`src/rtl/mycpu_pipe_ctrl_if.sv`:
```
// Pipeline control bundle between the decode stage and the sequencer.
// master: decode/IF/MEM side drives fields; slave: sequencer drives enables.
interface mycpu_pipe_ctrl_if #(
    parameter int AW = 5
);
    logic          if_valid;
    logic [AW-1:0] id_rs;
    logic [AW-1:0] id_rt;
    logic          id_rs_used;
    logic          id_rt_used;
    logic          id_wen;
    logic [AW-1:0] id_waddr;
    logic          mem_busy;

    logic          id_allowin;
    logic          id_en;
    logic          ex_en;
    logic          mem_en;
    logic          id_valid;
    logic          ex_valid;
    logic          mem_valid;
    logic          wb_valid;
    logic          id_stall;
    logic          wb_wen;
    logic [AW-1:0] wb_waddr;

    modport master (
        output if_valid, id_rs, id_rt, id_rs_used, id_rt_used,
        output id_wen, id_waddr, mem_busy,
        input  id_allowin, id_en, ex_en, mem_en,
        input  id_valid, ex_valid, mem_valid, wb_valid,
        input  id_stall, wb_wen, wb_waddr
    );

    modport slave (
        input  if_valid, id_rs, id_rt, id_rs_used, id_rt_used,
        input  id_wen, id_waddr, mem_busy,
        output id_allowin, id_en, ex_en, mem_en,
        output id_valid, ex_valid, mem_valid, wb_valid,
        output id_stall, wb_wen, wb_waddr
    );
endinterface

```
`src/rtl/mycpu_pipe_ctrl.sv`:
```
// Pipeline sequencer + RAW scoreboard for the 5-stage core (no forwarding).
// Ports: clk, rst (sync, active-high), ctl (slave: decode fields in, enables/valids out).
module mycpu_pipe_ctrl #(
    parameter int NREG  = 32,
    parameter int AW    = 5,
    parameter int CNT_W = 2
) (
    input  logic             clk,
    input  logic             rst,
    mycpu_pipe_ctrl_if.slave ctl
);
    logic                      id_valid_q, id_valid_d;
    logic                      ex_valid_q, ex_valid_d;
    logic                      mem_valid_q, mem_valid_d;
    logic                      wb_valid_q, wb_valid_d;
    logic                      ex_wen_q, ex_wen_d;
    logic                      mem_wen_q, mem_wen_d;
    logic                      wb_wen_q, wb_wen_d;
    logic [AW-1:0]             ex_waddr_q, ex_waddr_d;
    logic [AW-1:0]             mem_waddr_q, mem_waddr_d;
    logic [AW-1:0]             wb_waddr_q, wb_waddr_d;
    logic [NREG-1:0][CNT_W-1:0] cnt_q, cnt_d;

    logic hazard;
    logic aw_id, aw_ex, aw_mem;
    logic rs_busy, rt_busy;
    logic inc_en, dec_en;
    logic id_wtrk;

    // The regfile read is not write-through, so a count held by WB still blocks.
    assign rs_busy = ctl.id_rs_used && (ctl.id_rs != '0)
                     && (cnt_q[ctl.id_rs] != '0);
    assign rt_busy = ctl.id_rt_used && (ctl.id_rt != '0)
                     && (cnt_q[ctl.id_rt] != '0);
    assign hazard  = id_valid_q && (rs_busy || rt_busy);

    // WB always retires, so MEM is the only stage that can back-pressure.
    assign aw_mem = !mem_valid_q || !ctl.mem_busy;
    assign aw_ex  = !ex_valid_q || aw_mem;
    assign aw_id  = !id_valid_q || (!hazard && aw_ex);

    // Writes to $0 are dropped here so they are never tracked or retired.
    assign id_wtrk = ctl.id_wen && (ctl.id_waddr != '0);
    assign inc_en  = id_valid_q && !hazard && aw_ex && id_wtrk;
    assign dec_en  = wb_valid_q && wb_wen_q;

    always_comb begin
        id_valid_d  = id_valid_q;
        ex_valid_d  = ex_valid_q;
        ex_wen_d    = ex_wen_q;
        ex_waddr_d  = ex_waddr_q;
        mem_valid_d = mem_valid_q;
        mem_wen_d   = mem_wen_q;
        mem_waddr_d = mem_waddr_q;
        if (aw_id) begin
            id_valid_d = ctl.if_valid;
        end
        if (aw_ex) begin
            ex_valid_d = id_valid_q && !hazard;
            ex_wen_d   = id_wtrk;
            ex_waddr_d = ctl.id_waddr;
        end
        if (aw_mem) begin
            mem_valid_d = ex_valid_q;
            mem_wen_d   = ex_wen_q;
            mem_waddr_d = ex_waddr_q;
        end
        wb_valid_d = mem_valid_q && !ctl.mem_busy;
        wb_wen_d   = mem_wen_q;
        wb_waddr_d = mem_waddr_q;
    end

    always_comb begin
        cnt_d = cnt_q;
        for (int r = 1; r < NREG; r++) begin
            logic up, dn;
            up = inc_en && (ctl.id_waddr == AW'(r));
            dn = dec_en && (wb_waddr_q == AW'(r));
            if (up && !dn) begin
                cnt_d[r] = cnt_q[r] + CNT_W'(1);
            end else if (dn && !up) begin
                cnt_d[r] = cnt_q[r] - CNT_W'(1);
            end
        end
        cnt_d[0] = '0;
    end

    always_ff @(posedge clk) begin
        if (rst) begin
            id_valid_q  <= 1'b0;
            ex_valid_q  <= 1'b0;
            mem_valid_q <= 1'b0;
            wb_valid_q  <= 1'b0;
            ex_wen_q    <= 1'b0;
            mem_wen_q   <= 1'b0;
            wb_wen_q    <= 1'b0;
            ex_waddr_q  <= '0;
            mem_waddr_q <= '0;
            wb_waddr_q  <= '0;
            cnt_q       <= '0;
        end else begin
            id_valid_q  <= id_valid_d;
            ex_valid_q  <= ex_valid_d;
            mem_valid_q <= mem_valid_d;
            wb_valid_q  <= wb_valid_d;
            ex_wen_q    <= ex_wen_d;
            mem_wen_q   <= mem_wen_d;
            wb_wen_q    <= wb_wen_d;
            ex_waddr_q  <= ex_waddr_d;
            mem_waddr_q <= mem_waddr_d;
            wb_waddr_q  <= wb_waddr_d;
            cnt_q       <= cnt_d;
        end
    end

    assign ctl.id_allowin = rst || aw_id;
    assign ctl.id_en      = aw_ex;
    assign ctl.ex_en      = aw_mem;
    assign ctl.mem_en     = 1'b1;
    assign ctl.id_valid   = id_valid_q;
    assign ctl.ex_valid   = ex_valid_q;
    assign ctl.mem_valid  = mem_valid_q;
    assign ctl.wb_valid   = wb_valid_q;
    assign ctl.id_stall   = hazard;
    assign ctl.wb_wen     = wb_valid_q && wb_wen_q;
    assign ctl.wb_waddr   = wb_waddr_q;
endmodule

```
`src/flat_wrapper.sv`:
```
// flat-port wrapper written by rule: the top's interface ports become plain ports
module mycpu_pipe_ctrl_flat 
#(
    parameter int NREG  = 32,
    parameter int AW    = 5,
    parameter int CNT_W = 2
)
  (clk, rst, ctl_if_valid, ctl_id_rs, ctl_id_rt, ctl_id_rs_used, ctl_id_rt_used, ctl_id_wen, ctl_id_waddr, ctl_mem_busy, ctl_id_allowin, ctl_id_en, ctl_ex_en, ctl_mem_en, ctl_id_valid, ctl_ex_valid, ctl_mem_valid, ctl_wb_valid, ctl_id_stall, ctl_wb_wen, ctl_wb_waddr);
  mycpu_pipe_ctrl_if #(.AW(AW)) ctl_i ();
  input  logic clk;
  input  logic rst;
  input wire logic [$bits(ctl_i.if_valid)-1:0] ctl_if_valid;
  input wire logic [$bits(ctl_i.id_rs)-1:0] ctl_id_rs;
  input wire logic [$bits(ctl_i.id_rt)-1:0] ctl_id_rt;
  input wire logic [$bits(ctl_i.id_rs_used)-1:0] ctl_id_rs_used;
  input wire logic [$bits(ctl_i.id_rt_used)-1:0] ctl_id_rt_used;
  input wire logic [$bits(ctl_i.id_wen)-1:0] ctl_id_wen;
  input wire logic [$bits(ctl_i.id_waddr)-1:0] ctl_id_waddr;
  input wire logic [$bits(ctl_i.mem_busy)-1:0] ctl_mem_busy;
  output wire logic [$bits(ctl_i.id_allowin)-1:0] ctl_id_allowin;
  output wire logic [$bits(ctl_i.id_en)-1:0] ctl_id_en;
  output wire logic [$bits(ctl_i.ex_en)-1:0] ctl_ex_en;
  output wire logic [$bits(ctl_i.mem_en)-1:0] ctl_mem_en;
  output wire logic [$bits(ctl_i.id_valid)-1:0] ctl_id_valid;
  output wire logic [$bits(ctl_i.ex_valid)-1:0] ctl_ex_valid;
  output wire logic [$bits(ctl_i.mem_valid)-1:0] ctl_mem_valid;
  output wire logic [$bits(ctl_i.wb_valid)-1:0] ctl_wb_valid;
  output wire logic [$bits(ctl_i.id_stall)-1:0] ctl_id_stall;
  output wire logic [$bits(ctl_i.wb_wen)-1:0] ctl_wb_wen;
  output wire logic [$bits(ctl_i.wb_waddr)-1:0] ctl_wb_waddr;
  assign ctl_i.if_valid = ctl_if_valid;
  assign ctl_i.id_rs = ctl_id_rs;
  assign ctl_i.id_rt = ctl_id_rt;
  assign ctl_i.id_rs_used = ctl_id_rs_used;
  assign ctl_i.id_rt_used = ctl_id_rt_used;
  assign ctl_i.id_wen = ctl_id_wen;
  assign ctl_i.id_waddr = ctl_id_waddr;
  assign ctl_i.mem_busy = ctl_mem_busy;
  assign ctl_id_allowin = ctl_i.id_allowin;
  assign ctl_id_en = ctl_i.id_en;
  assign ctl_ex_en = ctl_i.ex_en;
  assign ctl_mem_en = ctl_i.mem_en;
  assign ctl_id_valid = ctl_i.id_valid;
  assign ctl_ex_valid = ctl_i.ex_valid;
  assign ctl_mem_valid = ctl_i.mem_valid;
  assign ctl_wb_valid = ctl_i.wb_valid;
  assign ctl_id_stall = ctl_i.id_stall;
  assign ctl_wb_wen = ctl_i.wb_wen;
  assign ctl_wb_waddr = ctl_i.wb_waddr;
  mycpu_pipe_ctrl #(.NREG(NREG), .AW(AW), .CNT_W(CNT_W)) u_core (.clk(clk), .rst(rst), .ctl(ctl_i));
endmodule
```
`config.mk`:
```
export PLATFORM = sky130hd
export DESIGN_NAME = mycpu_pipe_ctrl_flat
export DESIGN_NICKNAME = d
export VERILOG_FILES = /design/src/rtl/mycpu_pipe_ctrl_if.sv /design/src/rtl/mycpu_pipe_ctrl.sv /design/src/flat_wrapper.sv
export SDC_FILE = /design/constraint.sdc
export NUM_CORES = 1
export LEC_CHECK = 0
export ABC_AREA = 1
export CORE_ASPECT_RATIO = 0.7
export CORE_MARGIN = 4
export CORE_UTILIZATION = 54
export CTS_CLUSTER_DIAMETER = 80
export DETAILED_ROUTE_END_ITERATION = 8
export HOLD_SLACK_MARGIN = 0.08
export PLACE_DENSITY = 0.77
export SYNTH_ARGS = -nofsm -noshare
export SYNTH_HDL_FRONTEND = slang
export SYNTH_SLANG_ARGS = --single-unit
```
`constraint.sdc`:
```
create_clock -name clk -period 2.3 [get_ports clk]
set_clock_uncertainty 0.1 [all_clocks]
set_input_delay 0.46 -clock clk [delete_from_list [all_inputs] [get_ports clk]]
set_output_delay 0.46 -clock clk [all_outputs]
set_load 0.005 [all_outputs]
```
==> Word level (Yosys, flattened, before mapping) <==
Index checks and enable logic that the tools add are counted.
{ "totals": {"regBits": 84, "in_bits": 22, "out_inout_bits": 15, "wordCells": 477} }
{ "classes": {"n_addsub": 62, "order_cmp": 2, "eq_ne": 62, "mux": 66, "n_reduce_logical": 244} }
{ "op_table": {"columns": ["operator", "n"], "rows": [
  ["$eq A5 B5 Y1 const B", 32],
  ["$logic_and A1 B1 Y1", 136],
  ["$mux W2", 64],
  ["$eq A5 B4 Y1 const B", 16],
  ["$logic_not A1 Y1", 67],
  ["$reduce_bool A2 Y1", 33],
  ["$add A2 B1 Y2 const B", 31],
  ["$sub A2 B1 Y2 const B", 31],
  ["$eq A5 B3 Y1 const B", 8],
  ["$bmux W2 S5", 2],
  ["$eq A5 B2 Y1 const B", 4],
  ["$reduce_bool A5 Y1", 3],
  ["$lt A5 B6 Y1 const B", 2],
  ["$eq A5 B1 Y1 const B", 2],
  ["$logic_or A1 B1 Y1", 5]
]} }

==> Logic depth before layout (Yosys ltp) <==
Gate-level depths: netlist of the first run.
{ "logic_depth": {"ltp_word": 15, "ltp_mapped": 18, "ltp_nobuf": 17} }

==> Worst setup path after synthesis of the first run <==
OpenSTA, ideal clock, no wires.
{ "synth_timing": {"path_type": "input -> register", "from": "in ctl_id_rs[3]", "to": "reg u_core.cnt_q[31] in the netlist's numbering", "setup_ns": 0.122, "arrival_ns": 2.264, "required_ns": 2.078, "setup_slack_ns": -0.186, "stages": 14, "n_path_buf": 1, "cell_sequence": "or2_2 > o31ai_1 > inv_1 > nand2_1 > nor2_1 > nand2_1 > nand4_2 > buf_4 > nor3_2 > ha_1 > a21oi_1 > o21ai_0 > o21ai_0 > a21oi_1"} }
{ "synth_between": {"elab_chain_cells": 14, "word_cells_on_any_way": 18, "classes_between": "mux (3); reduce/logical (15)"} }
{ "synth_lines": {"columns": ["item", "line_no", "text"], "rows": [
  ["start, declared", "flat_wrapper.sv:13", "input wire logic [$bits(ctl_i.id_rs)-1:0] ctl_id_rs;"],
  ["$bmux W2 S5", "mycpu_pipe_ctrl.sv:32", "&& (cnt_q[ctl.id_rs] != '0);"],
  ["$mux W2 (not written as such)", "mycpu_pipe_ctrl.sv:32", null],
  ["$reduce_bool A2 Y1", "mycpu_pipe_ctrl.sv:32", null],
  ["$logic_and A1 B1 Y1 *", "mycpu_pipe_ctrl.sv:32", null],
  ["$logic_or A1 B1 Y1 *", "mycpu_pipe_ctrl.sv:35", "assign hazard = id_valid_q && (rs_busy || rt_busy);"],
  ["$logic_and A1 B1 Y1 *", "mycpu_pipe_ctrl.sv:35", null],
  ["$logic_not A1 Y1 *", "mycpu_pipe_ctrl.sv:44", "assign inc_en = id_valid_q && !hazard && aw_ex && id_wtrk;"],
  ["$logic_and A1 B1 Y1 * (3 in a row)", "mycpu_pipe_ctrl.sv:44", null],
  ["$logic_and A1 B1 Y1 *", "mycpu_pipe_ctrl.sv:77", "up = inc_en && (ctl.id_waddr == AW'(r));"],
  ["$logic_not A1 Y1", "mycpu_pipe_ctrl.sv:81", "end else if (dn && !up) begin"],
  ["$logic_and A1 B1 Y1", "mycpu_pipe_ctrl.sv:81", null],
  ["$reduce_bool A2 Y1 (no source line)", null, null],
  ["end signal, assigned", "mycpu_pipe_ctrl.sv:112", "cnt_q <= cnt_d;"],
  ["end, declared", "mycpu_pipe_ctrl.sv:22", "logic [NREG-1:0][CNT_W-1:0] cnt_q, cnt_d;"]
]} }
Mark *: on every way between the ends. The rest lies on a longest branch, timed or not. The select of a mux whose other input is x is not followed.
A chain may end at the register's enable or synchronous reset.

==> Worst setup path in the final report of the first run <==
{ "layout_timing": {"from": "reg u_core.cnt_q[13] in the netlist's numbering", "to": "reg u_core.cnt_q[61] in the netlist's numbering"} }
{ "layout_between": {"elab_chain_cells": 14, "word_cells_on_any_way": 20, "classes_between": "mux (5); reduce/logical (15)"} }
{ "layout_lines": {"columns": ["item", "line_no"], "rows": [
  ["$bmux W2 S5, on equally long branches", "mycpu_pipe_ctrl.sv:32, mycpu_pipe_ctrl.sv:34"],
  ["$mux W2, on equally long branches", "mycpu_pipe_ctrl.sv:32, mycpu_pipe_ctrl.sv:34"],
  ["$reduce_bool A2 Y1, on equally long branches", "mycpu_pipe_ctrl.sv:32, mycpu_pipe_ctrl.sv:34"],
  ["$logic_and A1 B1 Y1, on equally long branches", "mycpu_pipe_ctrl.sv:32, mycpu_pipe_ctrl.sv:34"],
  ["$logic_or A1 B1 Y1 *", "mycpu_pipe_ctrl.sv:35"],
  ["$logic_and A1 B1 Y1 *", "mycpu_pipe_ctrl.sv:35"],
  ["$logic_not A1 Y1 *", "mycpu_pipe_ctrl.sv:44"],
  ["$logic_and A1 B1 Y1 * (3 in a row)", "mycpu_pipe_ctrl.sv:44"],
  ["$logic_and A1 B1 Y1 *", "mycpu_pipe_ctrl.sv:77"],
  ["$logic_not A1 Y1", "mycpu_pipe_ctrl.sv:81"],
  ["$logic_and A1 B1 Y1", "mycpu_pipe_ctrl.sv:81"],
  ["$reduce_bool A2 Y1 (no source line)", null]
]} }
Marked as above.

==> results of run 1 <==
-- critical path, stage by stage, from the launching register on --
cell      delay (ns)
dfxtp_1         0.34
nor2_1          0.23
a21oi_1         0.11
nand3b_1        0.13
nand2_1         0.06
nand2_1         0.08
nor2_2          0.05
nand2_2         0.10
buf_6           0.11
nand4_4         0.17
buf_6           0.19
buf_8           0.13
nor3_4          0.16
ha_4            0.24
a21oi_2         0.11
o21ai_1         0.11
o21ai_1         0.16
a21oi_1         0.07
-- cell usage after synthesis (2+ instances only) --
library cell | number | share of area, %
nor2_1 | 118 | 8.7
nor3_2 | 30 | 5.9
dfxtp_1 | 84 | 33
clkinv_1 | 2 | 0.15
nor2_2 | 2 | 0.25
inv_2 | 6 | 0.44
o21ai_0 | 76 | 7.5
a21oi_1 | 86 | 8.4
clkbuf_1 | 13 | 0.96
nand3_1 | 26 | 2.6
ha_1 | 31 | 7.6
nor3_1 | 2 | 0.20
buf_4 | 4 | 0.59
inv_1 | 100 | 7.4
nand2_1 | 128 | 9.4
xor2_1 | 30 | 5.2
-- sequential cells by signal, summed over array words and instances, names as in the netlist --
signal	count
u_core.ctl.ex_valid	1
u_core.ctl.wb_waddr	5
u_core.ex_wen_q	1
u_core.wb_wen_q	1
u_core.ctl.id_valid	1
u_core.ctl.mem_valid	1
u_core.mem_wen_q	1
u_core.ex_waddr_q	5
u_core.cnt_q	62
u_core.ctl.wb_valid	1
u_core.mem_waddr_q	5
-- per-stage QoR --
stage / setup slack, ns / hold WS [ns] / utilization [%] / instance area, sq um / instances
final: -0.476 / 0.335 / 82.8 / 7570 / 1054
after global routing: -0.553 / 0.346 / 82.8 / 7570 / 1054
after CTS: -0.395 / 0.332 / 79.9 / 7300 / 1050
after detailed placement: -1.12 / 0.323 / 71.9 / 6570 / 1023
after global placement: -1.04 / 0.315 / 71.9 / 6570 / 1023
after floorplan: -0.0841 / 0.310 / - / 5170 / 752
-- report_power, final --
group	switching, mW	internal (mW)	total, mW	leakage, nW
sequential	0.0165	1.48	1.49	0.689
clock	0.656	0.967	1.62	0.155
combinational	0.289	0.201	0.490	2.35
total	0.962	2.64	3.61	3.19
-- cell usage in the layout, fill, tap and decap left out, types with 4 or more instances in the layout --
cell,netlist,layout
buf_4,4,130
nand2_1,128,121
nor2_1,118,99
inv_1,100,96
a21oi_1,86,71
dfxtp_1,84,67
o21ai_1,1,55
xor2_1,30,25
nand3_1,26,23
ha_1,31,23
clkdlybuf4s50_1,0,23
nor3_4,0,19
buf_6,0,18
dfxtp_2,0,17
a21oi_2,0,14
nor2_4,0,12
o21ai_0,76,12
nor3_2,30,11
o21ai_2,0,10
nor2_2,2,9
inv_2,6,9
clkbuf_16,0,9
ha_4,0,8
xor2_2,0,5
nand2_2,0,4
nand3_2,1,4
-- worst min path at each step --
| stage | depth (start not counted) | to | slack (ns) |
|---|---|---|---|
| floorplan | 2 | u_core.ctl.wb_waddr[0] | 0.31 |
| global placement | 2 | u_core.ctl.wb_waddr[0] | 0.31 |
| detailed placement | 2 | u_core.ctl.wb_waddr[0] | 0.32 |
| CTS | 2 | u_core.ctl.wb_waddr[0] | 0.33 |
| global route | 2 | u_core.wb_wen_q | 0.35 |
| finish | 2 | u_core.wb_wen_q | 0.34 |
-- routing by layer --
metal / part of all wire, % / up-vias / GRT usage, %
met5: 0 / - / 0
met4: 6.3 / 0 / 15.7
met3: 10 / 114 / 7.27
met2: 46 / 428 / 55.3
met1: 38 / 2828 / 41.1
li1: - / 2771 / -
-- cell families (layout without fill, tap and decap cells) --
kind of cell / after synthesis / in the layout / share of synthesized area (%)
AND/OR/NAND/NOR: 312 / 312 / 27.9
AO/OA/AOI/OAI: 167 / 167 / 16.6
buffers and inverters: 127 / 305 / 9.66
flip-flops: 84 / 84 / 33.0
adder cells (fa/ha/maj): 31 / 31 / 7.60
XOR/XNOR: 30 / 30 / 5.15
other: 1 / 1 / 0.0735
-- final cells by class --
cell class / count / area share (%)
Clock inverter: 7 / 1.37
Sequential cell: 84 / 22.5
Clock buffer: 9 / 2.97
Timing Repair Buffer: 181 / 19.9
Inverter: 108 / 5.44
Multi-Input combinational cell: 541 / 45.7
Tap cell: 124 / 2.05
-- timing repair --
item                                   in CTS  in global routing
setup buffers                              12                  9
resized for setup                         111                 71
setup endpoints to repair                  65                 64
pin swaps                                  41                 39
endpoints found under the hold margin       0                  0
cloned                                      2                  0
==> out/results.txt, run 1 <==
detailed placement HPWL = 12000 um
Core Box Area = 0.00914 sq mm
initial DRC count = 780
Critical Path End = u_core.cnt_q[61]
Num CTS Buffers = 9
Multi-input gate area = 0.00346 sq mm
critical path endpoint category = flip-flop
Initial Utilization = 55.8%
relative max-transition margin = 62.3%
total gr overflow = 0
Port Buffers = 35
routability cong. = 0.964
required time worst endpoint = 2.44 ns
CTS Buffer Depth = 2
Power Total = 3.61 mW
Slew @ Worst Pin = 0.561 ns
Die Ht = 89.3 um
asr flop ratio synth = 0%
1st-pass router iterations = 6
Register Area = 0.00170 sq mm
# rows = 29
die footprint = 0.0111 sq mm
launch point of the critical path = u_core.cnt_q[13]
part of the cycle the worst path needs = 121%
Hold Buf Count CTS = 0
setup TNS = -21.92 ns
vias in the first global route = 5778
Remaining DRCs = 0
Top FF cell, synth = dfxtp_1
initial antenna violation count = 0
via count = 6141
vias per inst = 5.83
Cell Pwr Density = 476 mW/mm^2
ANT nets after route = 0
R2R cell count = 17
CTS tree = built
CP Launch Type = flip-flop
first-pass GRT wire length = 28200 um
Fillers = 536
R2R Setup Slk = -0.48 ns
root buffer cell = clkbuf_16
Yosys reg bits = 84
GRT Total Usage = 33.2%
Max Clk Rate = 0.360 GHz
violations in the final reports = setup timing
worst hold path type = reg -> reg
reg2reg start = u_core.cnt_q[13]
Hold Fails Final Rpt = 0
final WL = 19500 um
Avg Cell Area, Syn = 6.78 sq um
Worst R2R End = u_core.cnt_q[61]
EDFF count, synth = 0
Avg WL per Cell = 18.5 um
Final #Nets = 978
Skew-Pair Late Insertion Delay = 0.35 ns
n_diodes = 0
crit path time final = 2.78 ns
critical path class = reg -> reg
crit-path max FO = 6
cell area after synthesis = 0.00510 sq mm
fraction of layout cells with a size suffix above 1 = 32.3%
Final WS setup = -0.476 ns
post-synthesis cell type count = 30
sequential fraction of the synthesis area = 33.0%
Final setup viols = 64
status = finished, violations left
MaxCap Viol Count = 0
data arrival time of the critical path = 2.91 ns
min-delay src = u_core.mem_wen_q
I/O Pins = 37
max-slew violations = 0
worst vdd ir = 577 uV
Mapped Nets = 805
clock sink total = 84
Synth warnings = 0
die width = 124 um
pin count of the biggest net entering global routing = 46
post-synthesis cell count = 752
H-Tree Depth = 3
Lkg Pwr = 3.19 nW
Area Overhead vs Synth = 48.4%
RSZ-0062 raised after global routing = yes
clock-pin slew on the worst setup and hold paths = 0.07 ns
(Power assumes the default switching activity.)
==> run 2: changes to the inputs <==
--- a/config.mk
+++ b/config.mk
@@ -16,3 +16,4 @@
 export SYNTH_ARGS = -nofsm -noshare
 export SYNTH_HDL_FRONTEND = slang
 export SYNTH_SLANG_ARGS = --single-unit
+export TNS_END_PERCENT = 30
==> run 2 against run 1 <==
The flow still finishes with violations (setup timing); cell count grew 0.19%; combinational power up 1%; largest power group unchanged; sequential cell count is the same; maximum frequency shrank 3.4%; via count increased by 5.3%; register-to-register slack lost 0.098 ns; final area rose by 2.7%.
==> out/results.txt, run 2 (synthesis gave the netlist of run 1 again) <==
initial DRC count = 868
required time worst endpoint = 2.42 ns
die footprint = 0.0111 sq mm
met3 Use GR = 7.78%
setup slack at placement = -1.14 ns
worst hold path type = reg -> reg
n_diodes = 0
grt peak-use layer = met2
GRT Total Usage = 32.9%
routability cong. = 0.956
clock-pin slew on the worst setup and hold paths = 0.07 ns
data arrival time of the critical path = 2.99 ns
crit path time final = 2.87 ns
Num CTS Buffers = 9
Hold Worst Slack = 0.344 ns
Area Overhead vs Synth = 52.5%
Worst R2R End = u_core.cnt_q[29]
status = finished, violations left
die width = 124 um
launch point of the critical path = u_core.cnt_q[50]
RSZ-0062 raised after global routing = yes
H-Tree Depth = 3
Lkg Pwr = 3.24 nW
Remaining DRCs = 0
detailed placement HPWL = 12100 um
critical path class = reg -> reg
CP Launch Type = flip-flop
Avg WL per Cell = 20.8 um
root buffer cell = clkbuf_16
M2 GR Usage = 53.7%
# rows = 29
Final WS setup = -0.574 ns
ANT nets after route = 0
commonest non-fill, non-tap cell in the layout = buf_4
fraction of layout cells with a size suffix above 1 = 35.3%
pin count of the biggest net entering global routing = 46
worst vdd ir = 489 uV
max-slew violations = 0
Largest Register = u_core.cnt_q
part of the cycle the worst path needs = 125%
R2R cell count = 18
Cell Pwr Density = 467 mW/mm^2
Core Box Area = 0.00914 sq mm
total gr overflow = 0
1st-pass router iterations = 7
first-pass GRT wire length = 27800 um
via count = 6469
relative max-transition margin = 61.8%
CTS tree = built
violations in the final reports = setup timing
Max Clk Rate = 0.348 GHz
Slew @ Worst Pin = 0.572 ns
Final setup viols = 64
Die Ht = 89.3 um
Final #Nets = 980
Hold Fails Final Rpt = 0
Port Buffers = 35
I/O Pins = 37
reg2reg start = u_core.cnt_q[50]
Hold Buf Count CTS = 0
vias per inst = 6.13
most frequent cells in the layout = buf_4 (137), nand2_1 (114), inv_1 (95)
grt met1 use = 41.3%
Skew-Pair Late Insertion Delay = 0.35 ns
CTS Buffer Depth = 2
max reg flops = 62
vias in the first global route = 5671
initial antenna violation count = 0
MaxCap Viol Count = 0
# placed instances = 1021
clock sink total = 84
Non-Filler Instances = 1056
critical path endpoint category = flip-flop
final WL = 21900 um
R2R Setup Slk = -0.57 ns
post-layout util = 85.1%
setup TNS = -22.34 ns
Critical Path End = u_core.cnt_q[29]
Initial Utilization = 55.8%
crit-path max FO = 8
-- run 2: power breakdown --
group | internal (mW) | switching [mW] | total (mW)
logic | 0.197 | 0.300 | 0.497
clock network | 0.993 | 0.647 | 1.64
registers | 1.48 | 0.0170 | 1.49
-- run 2: timing repair --
item / in CTS / in global routing
gates resized for setup: 134 / 74
setup buffers: 13 / 6
endpoints found under the setup margin: 65 / 64
gates cloned: 1 / 0
pin swaps: 48 / 32
-- run 2: how the worst min path moves through the flow --
stage	end	slack (ns)	depth (start not counted)	start
5_1_grt	u_core.wb_wen_q	0.38	2	u_core.mem_wen_q
6_report	u_core.ctl.wb_waddr[3]	0.34	2	u_core.mem_waddr_q[3]
3_3_place_gp	u_core.wb_wen_q	0.32	2	u_core.mem_wen_q
4_1_cts	u_core.ctl.wb_waddr[4]	0.34	2	u_core.mem_waddr_q[4]
2_1_floorplan	u_core.ctl.wb_waddr[0]	0.31	2	u_core.mem_waddr_q[0]
3_5_place_dp	u_core.ctl.wb_waddr[4]	0.33	2	u_core.mem_waddr_q[4]
-- run 2: per-stage QoR --
| stage | instance area [sq um] | power [mW] |
|---|---|---|
| 2_1_floorplan | 5170 | 1.73 |
| 3_3_place_gp | 6550 | 1.90 |
| 3_5_place_dp | 6550 | 1.91 |
| 4_1_cts | 7300 | 3.56 |
| 5_1_grt | 7780 | 3.70 |
| 6_report | 7780 | 3.63 |
-- run 2: routing by layer --
metal | part of all wire (%) | vias to the layer above
met5 | 0 | -
met4 | 7.1 | 0
met3 | 10 | 183
met2 | 45 | 527
met1 | 37 | 2988
li1 | - | 2771
-- run 2: worst max-delay path, cell delays in order, from the launching register on --
cell,delay (ns)
dfxtp_1,0.34
nor2_4,0.16
nor2_1,0.07
nor2_1,0.15
nand2_1,0.09
nand2_1,0.06
nand2_1,0.05
nand2_1,0.07
nand3_2,0.09
nand3_4,0.08
nand4_4,0.13
buf_4,0.19
buf_12,0.15
nor3_4,0.14
ha_1,0.27
a21oi_1,0.16
o21ai_1,0.14
o21ai_1,0.19
a21oi_1,0.10
-- run 2: final cells by class --
| type | count | area, sq um |
|---|---|---|
| multi-input cells | 541 | 3660 |
| inverters | 108 | 412 |
| clock buffers | 10 | 239 |
| flip-flops and latches | 84 | 1700 |
| repair buffers | 183 | 1510 |
| well taps | 124 | 155 |
| clock inverters | 6 | 96.3 |
| fillers | 472 | 1370 |
==> run 3: changes to the inputs <==
==> constraint.sdc (replaced) <==
create_clock -name clk -period 2.3 [get_ports clk]
set_clock_uncertainty 0.1 [all_clocks]
set_input_delay 0.345 -clock clk [delete_from_list [all_inputs] [get_ports clk]]
set_output_delay 0.345 -clock clk [all_outputs]
set_load 0.005 [all_outputs]
==> run 3 against run 2 <==
The run still ends with setup timing left; via count fell by 7.7%; cell count is 0.85% lower; count of clock-buffer cells in the layout is 1 higher; final area down 4.6%; sequential share of layout area is 0.86 points higher; setup slack improved by 0.097 ns; first-iteration DRC count down 13%; critical endpoint is now u_core.cnt_q[21]; sequential power barely moved; global-route usage down 1.3 points; clock power down 14%; combinational power fell by 7.2%.
==> out/results.txt, run 3 (synthesis gave the netlist of run 1 again) <==
max reg flops = 62
Final #Nets = 971
# placed instances = 1022
Port Buffers = 35
reg2reg start = u_core.cnt_q[12]
via count = 5972
RSZ-0062 raised after global routing = yes
crit-path max FO = 7
cell area after layout = 0.00742 sq mm
MaxCap Viol Count = 0
Num CTS Buffers = 9
Die Ht = 89.3 um
vias per inst = 5.70
CP Launch Type = flip-flop
die width = 124 um
max-slew violations = 0
Multi-input gate area = 0.00340 sq mm
Lkg Pwr = 3.10 nW
violations in the final reports = setup timing
Fillers = 552
status = finished, violations left
relative max-transition margin = 62.4%
part of the cycle the worst path needs = 121%
R2R Setup Slk = -0.48 ns
n_diodes = 0
Power Total = 3.36 mW
worst hold path type = reg -> reg
root buffer cell = clkbuf_16
Final setup viols = 64
I/O Pins = 37
min-delay src = u_core.mem_waddr_q[2]
Largest Register = u_core.cnt_q
crit path time final = 2.78 ns
Cell Pwr Density = 453 mW/mm^2
commonest non-fill, non-tap cell in the layout = buf_4
total gr overflow = 0
CTS tree = built
data arrival time of the critical path = 2.92 ns
clock-pin slew on the worst setup and hold paths = 0.07 ns
Register Area = 0.00169 sq mm
Worst R2R End = u_core.cnt_q[21]
Hold Fails Final Rpt = 0
detailed placement HPWL = 12300 um
Avg WL per Cell = 17.7 um
initial antenna violation count = 0
first-pass GRT wire length = 26700 um
fraction of layout cells with a size suffix above 1 = 29.0%
initial DRC count = 756
1st-pass router iterations = 6
Max Clk Rate = 0.360 GHz
H-Tree Depth = 3
Core Box Area = 0.00914 sq mm
Remaining DRCs = 0
worst vdd ir = 538 uV
GRT Total Usage = 31.7%
final WL = 18500 um
routability cong. = 1.01
ANT nets after route = 0
Non-Filler Instances = 1047
critical path endpoint category = flip-flop
Hold Crit Depth = 2
vias in the first global route = 5509
Area Overhead vs Synth = 45.5%
Slew @ Worst Pin = 0.563 ns
critical path class = reg -> reg
Skew-Pair Late Insertion Delay = 0.35 ns
# rows = 29
pin count of the biggest net entering global routing = 46
R2R cell count = 17
most frequent cells in the layout = buf_4 (133), nand2_1 (124), nor2_1 (105)
die footprint = 0.0111 sq mm
CTS Buffer Depth = 2
placed inst area = 0.00652 sq mm
clock sink total = 84
hold endpoint = u_core.ctl.wb_waddr[2]
required time worst endpoint = 2.44 ns
Initial Utilization = 55.8%
Final WS setup = -0.477 ns
## run 3: cell types whose count changed in the layout (fill, tap and decap cells not counted), moves of 9 or more
cell,delta
dfxtp_1,+11
dfxtp_2,-11
nand2_2,-9
nand2_1,+10
nor2_1,+12
buf_6,-9
## run 3: worst max-delay path, stage by stage, from the launching register on
cell and delay (ns):
dfxtp_1 0.32, nor2_1 0.20, buf_4 0.17, nand2_1 0.07
nand3_1 0.10, nand2_1 0.06, nand2_1 0.06, nand3_1 0.08
nand3_2 0.12, nand4_4 0.14, buf_12 0.18, buf_16 0.15
nor3_4 0.22, ha_4 0.24, a21oi_2 0.12, o21ai_2 0.09
o21ai_1 0.17, a21oi_1 0.07
## run 3: area by class of cell
class,instances,area share (%)
Inverter,108,5.48
Sequential cell,84,22.7
Timing Repair Buffer,174,20.0
Clock inverter,5,0.455
Clock buffer,11,3.41
Tap cell,124,2.09
Multi-Input combinational cell,541,45.8
## run 3: how the worst max path moves through the flow
stage	depth (start not counted)	endpoint	start
floorplan	14	u_core.cnt_q[31]	ctl_id_rs[3]
global placement	13	ctl_id_stall	ctl_id_rs[1]
detailed placement	19	u_core.cnt_q[57]	ctl_id_rt[0]
CTS	19	u_core.cnt_q[3]	u_core.cnt_q[6]
global route	17	u_core.cnt_q[59]	u_core.cnt_q[12]
finish	17	u_core.cnt_q[21]	u_core.cnt_q[12]
## run 3: layer usage
layer | track usage [%] | wire length [um] | vias to the layer above
li1 | - | - | 2770
met2 | 51.1 | 8460 | 388
met3 | 11.4 | 2050 | 98
met5 | 0 | 0 | -
met4 | 13.5 | 857 | 0
met1 | 38.5 | 7170 | 2716
## run 3: what timing repair did
action	CTS	global route
buffers inserted	4	2
hold buffers	0	0
gates cloned	3	0
endpoints found under the setup margin	64	65
pin swaps	20	29
gates resized for setup	89	51
## run 3: per-stage QoR
step | setup TNS (ns) | worst slack (ns) | hold WS [ns] | utilization (%)
3_5_place_dp | -51.33 | -0.941 | 0.320 | 71.3
2_1_floorplan | -0.195 | -0.00939 | 0.310 | -
3_3_place_gp | -47.71 | -0.866 | 0.319 | 71.3
5_1_grt | -29.62 | -0.631 | 0.342 | 81.2
6_report | -19.19 | -0.477 | 0.328 | 81.2
4_1_cts | -12.54 | -0.293 | 0.328 | 77.8
## run 3: where the power goes
part | leakage (nW) | internal (mW) | total (mW) | switching, mW
combinational | 2.28 | 0.194 | 0.461 | 0.267
sequential | 0.682 | 1.48 | 1.49 | 0.0162
clock | 0.138 | 0.790 | 1.41 | 0.616
